--- config.mk ---
export PLATFORM = sky130hd
export DESIGN_NAME = mc_core_ctrl
export DESIGN_NICKNAME = d
export VERILOG_FILES = /design/src/rtl/mc_core_ctrl.sv
export SDC_FILE = /design/constraint.sdc
export NUM_CORES = 2
export LEC_CHECK = 0
export ABC_CLOCK_PERIOD_IN_PS = 4300
export BUFFER_PORTS_ARGS = -buffer_cell sky130_fd_sc_hd__clkbuf_2
export CORE_MARGIN = 1.5
export CORE_UTILIZATION = 56
export DETAILED_ROUTE_END_ITERATION = 8
export PLACE_DENSITY = 0.72
export SLEW_MARGIN = 20
export SYNTH_ARGS = -nofsm -noshare
export SYNTH_HDL_FRONTEND = slang
export SYNTH_SLANG_ARGS = --single-unit
export TNS_END_PERCENT = 50
--- constraint.sdc ---
create_clock -name clk -period 4.3 [get_ports clk]
set_clock_uncertainty 0.1 [all_clocks]
set_input_delay 0.43 -clock clk [delete_from_list [all_inputs] [get_ports clk]]
set_output_delay 0.43 -clock clk [all_outputs]
set_load 0.1 [all_outputs]
--- src/rtl/mc_core_ctrl.sv ---
// mc_core_ctrl: multicycle MIPS-subset core (lw, sw, beq, addi, j, add/sub/and/or/slt).
// Instruction register, register file, A/B/ALUOut/MDR and the control FSM share one block.
// Memory handshake: the request stays stable until mem_ready; reset aborts any pending request.
module mc_core_ctrl #(
    parameter int DATA_W = 32,
    parameter int REG_AW = 5
) (
    input  logic              clk,
    input  logic              rst,
    output logic              mem_req,
    output logic              mem_we,
    output logic [DATA_W-1:0] mem_addr,
    output logic [DATA_W-1:0] mem_wdata,
    input  logic [DATA_W-1:0] mem_rdata,
    input  logic              mem_ready,
    output logic [DATA_W-1:0] pc_o,
    output logic              instr_done,
    output logic              halted
);
    localparam int NREG = 1 << REG_AW;

    localparam logic [5:0] OP_RTYPE = 6'h00;
    localparam logic [5:0] OP_LW    = 6'h23;
    localparam logic [5:0] OP_SW    = 6'h2B;
    localparam logic [5:0] OP_BEQ   = 6'h04;
    localparam logic [5:0] OP_ADDI  = 6'h08;
    localparam logic [5:0] OP_J     = 6'h02;

    localparam logic [5:0] FN_ADD = 6'h20;
    localparam logic [5:0] FN_SUB = 6'h22;
    localparam logic [5:0] FN_AND = 6'h24;
    localparam logic [5:0] FN_OR  = 6'h25;
    localparam logic [5:0] FN_SLT = 6'h2A;

    typedef enum logic [3:0] {
        S_FETCH, S_DECODE, S_MEMADR, S_MEMRD, S_MEMWB, S_MEMWR, S_EXEC,
        S_ALUWB, S_ADDIEX, S_ADDIWB, S_BRANCH, S_JUMP, S_HALT
    } state_e;

    state_e            state_q;
    logic [DATA_W-1:0] pc_q;
    logic [31:0]       ir_q;
    logic [DATA_W-1:0] a_q;
    logic [DATA_W-1:0] b_q;
    logic [DATA_W-1:0] alu_q;
    logic [DATA_W-1:0] mdr_q;
    logic [DATA_W-1:0] regs_q [NREG];

    logic [5:0]        opcode_s;
    logic [5:0]        funct_s;
    logic [REG_AW-1:0] rs_s;
    logic [REG_AW-1:0] rt_s;
    logic [REG_AW-1:0] rd_s;
    logic [DATA_W-1:0] simm_s;
    logic [DATA_W-1:0] rs_val_s;
    logic [DATA_W-1:0] rt_val_s;
    logic [DATA_W-1:0] alu_res_s;
    logic              alu_ok_s;

    // Register-number fields are truncated to the register-file address width.
    assign opcode_s = ir_q[31:26];
    assign funct_s  = ir_q[5:0];
    assign rs_s     = ir_q[21 +: REG_AW];
    assign rt_s     = ir_q[16 +: REG_AW];
    assign rd_s     = ir_q[11 +: REG_AW];
    assign simm_s   = {{(DATA_W-16){ir_q[15]}}, ir_q[15:0]};
    assign rs_val_s = (rs_s == '0) ? '0 : regs_q[rs_s];
    assign rt_val_s = (rt_s == '0) ? '0 : regs_q[rt_s];
    assign pc_o     = pc_q;

    // R-type ALU; alu_ok_s drops for an unsupported funct so EXEC can halt.
    always_comb begin
        alu_res_s = '0;
        alu_ok_s  = 1'b1;
        case (funct_s)
            FN_ADD:  alu_res_s = a_q + b_q;
            FN_SUB:  alu_res_s = a_q - b_q;
            FN_AND:  alu_res_s = a_q & b_q;
            FN_OR:   alu_res_s = a_q | b_q;
            FN_SLT:  alu_res_s = ($signed(a_q) < $signed(b_q)) ? {{(DATA_W-1){1'b0}}, 1'b1} : '0;
            default: alu_ok_s  = 1'b0;
        endcase
    end

    // Control FSM and datapath registers; memory states wait for mem_ready.
    always_ff @(posedge clk) begin
        if (rst) begin
            state_q <= S_FETCH;
            pc_q    <= '0;
            ir_q    <= '0;
            a_q     <= '0;
            b_q     <= '0;
            alu_q   <= '0;
            mdr_q   <= '0;
            for (int i = 0; i < NREG; i++) begin
                regs_q[i] <= '0;
            end
        end else begin
            case (state_q)
                S_FETCH: begin
                    if (mem_ready) begin
                        ir_q    <= mem_rdata[31:0];
                        pc_q    <= pc_q + DATA_W'(4);
                        state_q <= S_DECODE;
                    end
                end
                S_DECODE: begin
                    a_q   <= rs_val_s;
                    b_q   <= rt_val_s;
                    alu_q <= pc_q + (simm_s << 2);
                    case (opcode_s)
                        OP_RTYPE:     state_q <= S_EXEC;
                        OP_LW, OP_SW: state_q <= S_MEMADR;
                        OP_BEQ:       state_q <= S_BRANCH;
                        OP_ADDI:      state_q <= S_ADDIEX;
                        OP_J:         state_q <= S_JUMP;
                        default:      state_q <= S_HALT;
                    endcase
                end
                S_MEMADR: begin
                    alu_q   <= a_q + simm_s;
                    state_q <= (opcode_s == OP_LW) ? S_MEMRD : S_MEMWR;
                end
                S_MEMRD: begin
                    if (mem_ready) begin
                        mdr_q   <= mem_rdata;
                        state_q <= S_MEMWB;
                    end
                end
                S_MEMWB: begin
                    if (rt_s != '0) regs_q[rt_s] <= mdr_q;
                    state_q <= S_FETCH;
                end
                S_MEMWR: begin
                    if (mem_ready) state_q <= S_FETCH;
                end
                S_EXEC: begin
                    if (alu_ok_s) begin
                        alu_q   <= alu_res_s;
                        state_q <= S_ALUWB;
                    end else begin
                        state_q <= S_HALT;
                    end
                end
                S_ALUWB: begin
                    if (rd_s != '0) regs_q[rd_s] <= alu_q;
                    state_q <= S_FETCH;
                end
                S_ADDIEX: begin
                    alu_q   <= a_q + simm_s;
                    state_q <= S_ADDIWB;
                end
                S_ADDIWB: begin
                    if (rt_s != '0) regs_q[rt_s] <= alu_q;
                    state_q <= S_FETCH;
                end
                S_BRANCH: begin
                    if (a_q == b_q) pc_q <= alu_q;
                    state_q <= S_FETCH;
                end
                S_JUMP: begin
                    pc_q    <= {pc_q[DATA_W-1:28], ir_q[25:0], 2'b00};
                    state_q <= S_FETCH;
                end
                S_HALT:  state_q <= S_HALT;
                default: state_q <= S_HALT;
            endcase
        end
    end

    // Bus and status outputs decoded from the state register; reset forces the bus idle.
    always_comb begin
        mem_req    = 1'b0;
        mem_we     = 1'b0;
        mem_addr   = alu_q;
        mem_wdata  = b_q;
        instr_done = 1'b0;
        halted     = 1'b0;
        if (rst) begin
            mem_req = 1'b0;
        end else begin
            case (state_q)
                S_FETCH: begin
                    mem_req  = 1'b1;
                    mem_addr = pc_q;
                end
                S_MEMRD: mem_req = 1'b1;
                S_MEMWR: begin
                    mem_req    = 1'b1;
                    mem_we     = 1'b1;
                    instr_done = mem_ready;
                end
                S_MEMWB, S_ALUWB, S_ADDIWB, S_BRANCH, S_JUMP: instr_done = 1'b1;
                S_HALT:  halted = 1'b1;
                default: mem_req = 1'b0;
            endcase
        end
    end
endmodule
==> run summary <==
status: finished, final reports clean
# IOs: 135
Tmin final: 3.959 ns
H-tree depth: 4
# DRC: 0
Post-synth EDFFs: 1024
Worst EP required: 4.81 ns
register area share after synthesis: 50.69%
Synth Register Bits: 1230
Avg Vias per Cell: 7.056
Cell Pwr Density: 533.2 mW/mm^2
Critical Path AT: 4.47 ns
Setup crit end kind: register
Cells after DPL: 7121
Worst-Margin Slew: 1.167 ns
Synth warnings: 0
post-DP HPWL: 163700 um
Clock Tree Buf Depth: 3
max incr delay on CP: 0.61 ns
starting density of the core: 56.45%
mux cell area share after synthesis: 22.96%
unique cell type count in the Yosys netlist: 91
CTS Hold Bufs: 39
CP Max Fanout: 9
Routed Antenna Nets: 0
most frequent cells in the layout: nor2_1 (1306), edfxtp_1 (1024), mux4_2 (640)
1st-iter DRT viols: 8289
Clock Latency Late Sink: 0.77 ns
Die Wd: 353.5 um
CP Class: register to register
DR pass1 iterations: 7
crit-path most repeated cell: and3_1
CP max stage cell: a221oi_1
Post-Syn Area: 0.06880 sq mm
post-place instance area: 0.07297 sq mm
IO Port Bufs: 134
Hold Crit Class: register to register
max_slew headroom: 22.17%
Worst setup SP type: register
Final Cell Area: 0.07759 sq mm
max-cap violations: 0
Syn Area/Cell: 12.43 sq um
die area: 0.1250 sq mm
ratio of cells with drive above 1 in the final layout: 24.48%
largest net degree at the start of global routing: 129
post-cts sizing count: 0
asr flop ratio synth: 0%
Die Ht: 353.5 um
RSZ-0062 raised after global routing: false
Rows: 128
cell taking the most area after synthesis: edfxtp_1
Layout Nets: 5879
vias in the first global route: 51162
Leakage Power: 25.66 nW
Post-Synth Simple-Gate Area: 11.34%
synth top area cells: edfxtp_1 (45%), mux4_2 (21%), nor2_1 (7.2%)
Final Hold Vio Count: 0
Synth Area in Adders: 3.172%
WL/cell: 33.28 um
first-pass GRT wire length: 351800 um
critical-path cell list: inv_1, ha_1, nor4_1, and3_1, o211ai_1, and3_1, o31a_1, a221o_1, a221oi_1, o22ai_1
complex-gate fraction of the synthesized area: 7.402%
top cell type's share of synthesized area: 44.70%
Tot GR Track Use: 39.22%
Cells after Synth: 5534
Reg clk slew, reported paths: 0.06 ns
initial antenna violation count: 6
commonest non-fill, non-tap cell in the layout: nor2_1
largest family of logic cells by synthesized area: multiplexers
Max Clk Rate: 252.6 MHz
Root Driver: clkbuf_16
fin util: 63.66%
final std cells w/o fill: 7403
total gr overflow: 0
Setup-failing EPs final: 0
post-synthesis xor/xnor area fraction: 0.8657%
core area: 0.1219 sq mm
final WL: 246400 um
Most used DFF post-synth: edfxtp_1
vias: 52239
Slew Viols, Final: 0
Area growth, synth to finish: 12.78%
Tcrit/Tclk final: 92.07%
RePlAce Congestion: 1.021
TritonCTS clock tree: yes
CTS Buf Count: 135
post-CTS setup buffers: 0
worst vdd rail ir drop: 448.3 uV
setup TNS: 0 ns
WHS: 0.3891 ns
CTS Sinks: 1230
==> kinds of logic after synthesis <==
family                   after synthesis
AND/OR/NAND/NOR                     1900
flip-flops                          1230
buffers and inverters                598
AO/OA/AOI/OAI                        791
multiplexers                         774
adder cells (fa/ha/maj)              172
other                                  1
XOR/XNOR                              68
==> routing by layer <==
layer  track usage, %  share of wire, %  up-vias
met5                0             0.026        -
met4            24.41               7.3       10
met3            11.84                14      897
met2            57.98                44     4239
met1            51.06                34    25944
li1                 -                 -    21149
==> flip-flops by register name (all words and copies together), names as in the netlist, named ones only <==
name / cells
state_q: 4
pc_o: 32
alu_q: 32
mdr_q: 32
a_q: 32
regs_q: 1024
mem_wdata: 32
ir_q: 32
==> critical path: cells and delay by family (launching register included) <==
family                   cells  cell delay [ns]
AO/OA/AOI/OAI                5             1.67
flip-flops                   1             0.53
adder cells (fa/ha/maj)      1             0.43
AND/OR/NAND/NOR              3             1.00
buffers and inverters        1             0.08
==> per-stage QoR <==
stage                     setup WS, ns  total power [mW]
final                           0.3409             41.37
after global routing            0.2373             42.46
after CTS                       0.4603             40.89
after detailed placement        0.4668             29.67
after global placement          0.3949             29.56
after floorplan                 0.3352             24.34
==> layout make-up <==
type                            instances  area (sq um)
Multi-Input combinational cell       3737         32200
Sequential cell                      1230         34910
Fill cell                            8974         44290
Tap cell                             1625          2033
Clock buffer                          184          3755
Timing Repair Buffer                  454          3794
Clock inverter                         57         466.7
Antenna cell                            2         5.005
Inverter                              114         427.9
==> cells in the mapped netlist, types with 14 or more instances <==
cell and number:
a211oi_1 31, edfxtp_1 1024, a21o_1 26, ha_1 168, clkbuf_1 282, nand3_1 47
buf_2 155, mux2i_1 101, nand2b_1 58, a221o_1 19, o21bai_1 27, a21oi_1 310
nor3_1 67, and2_1 14, mux2_2 33, nand4_1 16, o22ai_1 18, o31ai_1 17
o221ai_1 23, a31oi_1 27, a221oi_1 31, xor2_1 30, a22oi_1 14, buf_1 45
dfxtp_1 206, o21ai_0 114, nor2_1 1311, inv_1 111, and3_1 16, xnor2_1 38
nand2_1 295, mux4_2 640
==> report_power, final <==
group          total, mW  switching (mW)  internal [mW]
registers           15.0            1.38           13.6
logic               15.1            9.37           5.70
clock network       11.3            4.90           6.43
total               41.4            15.7           25.7
==> path summary, 6_finish.rpt <==
kind / start / to / slack (ns) / cells after the start
setup / recovery: a_q[19]$_SDFFE_PP0P_ / alu_q[23]$_SDFFE_PP0P_ / 0.34 / 10
setup reg to reg: a_q[19]$_SDFFE_PP0P_ / alu_q[23]$_SDFFE_PP0P_ / 0.34 / 10
hold / removal: mdr_q[10]$_SDFFE_PP0P_ / mdr_q[10]$_SDFFE_PP0P_ / 0.39 / 2
hold reg to reg: mdr_q[10]$_SDFFE_PP0P_ / mdr_q[10]$_SDFFE_PP0P_ / 0.39 / 2
No activity file was read; power rests on OpenSTA's default activity.
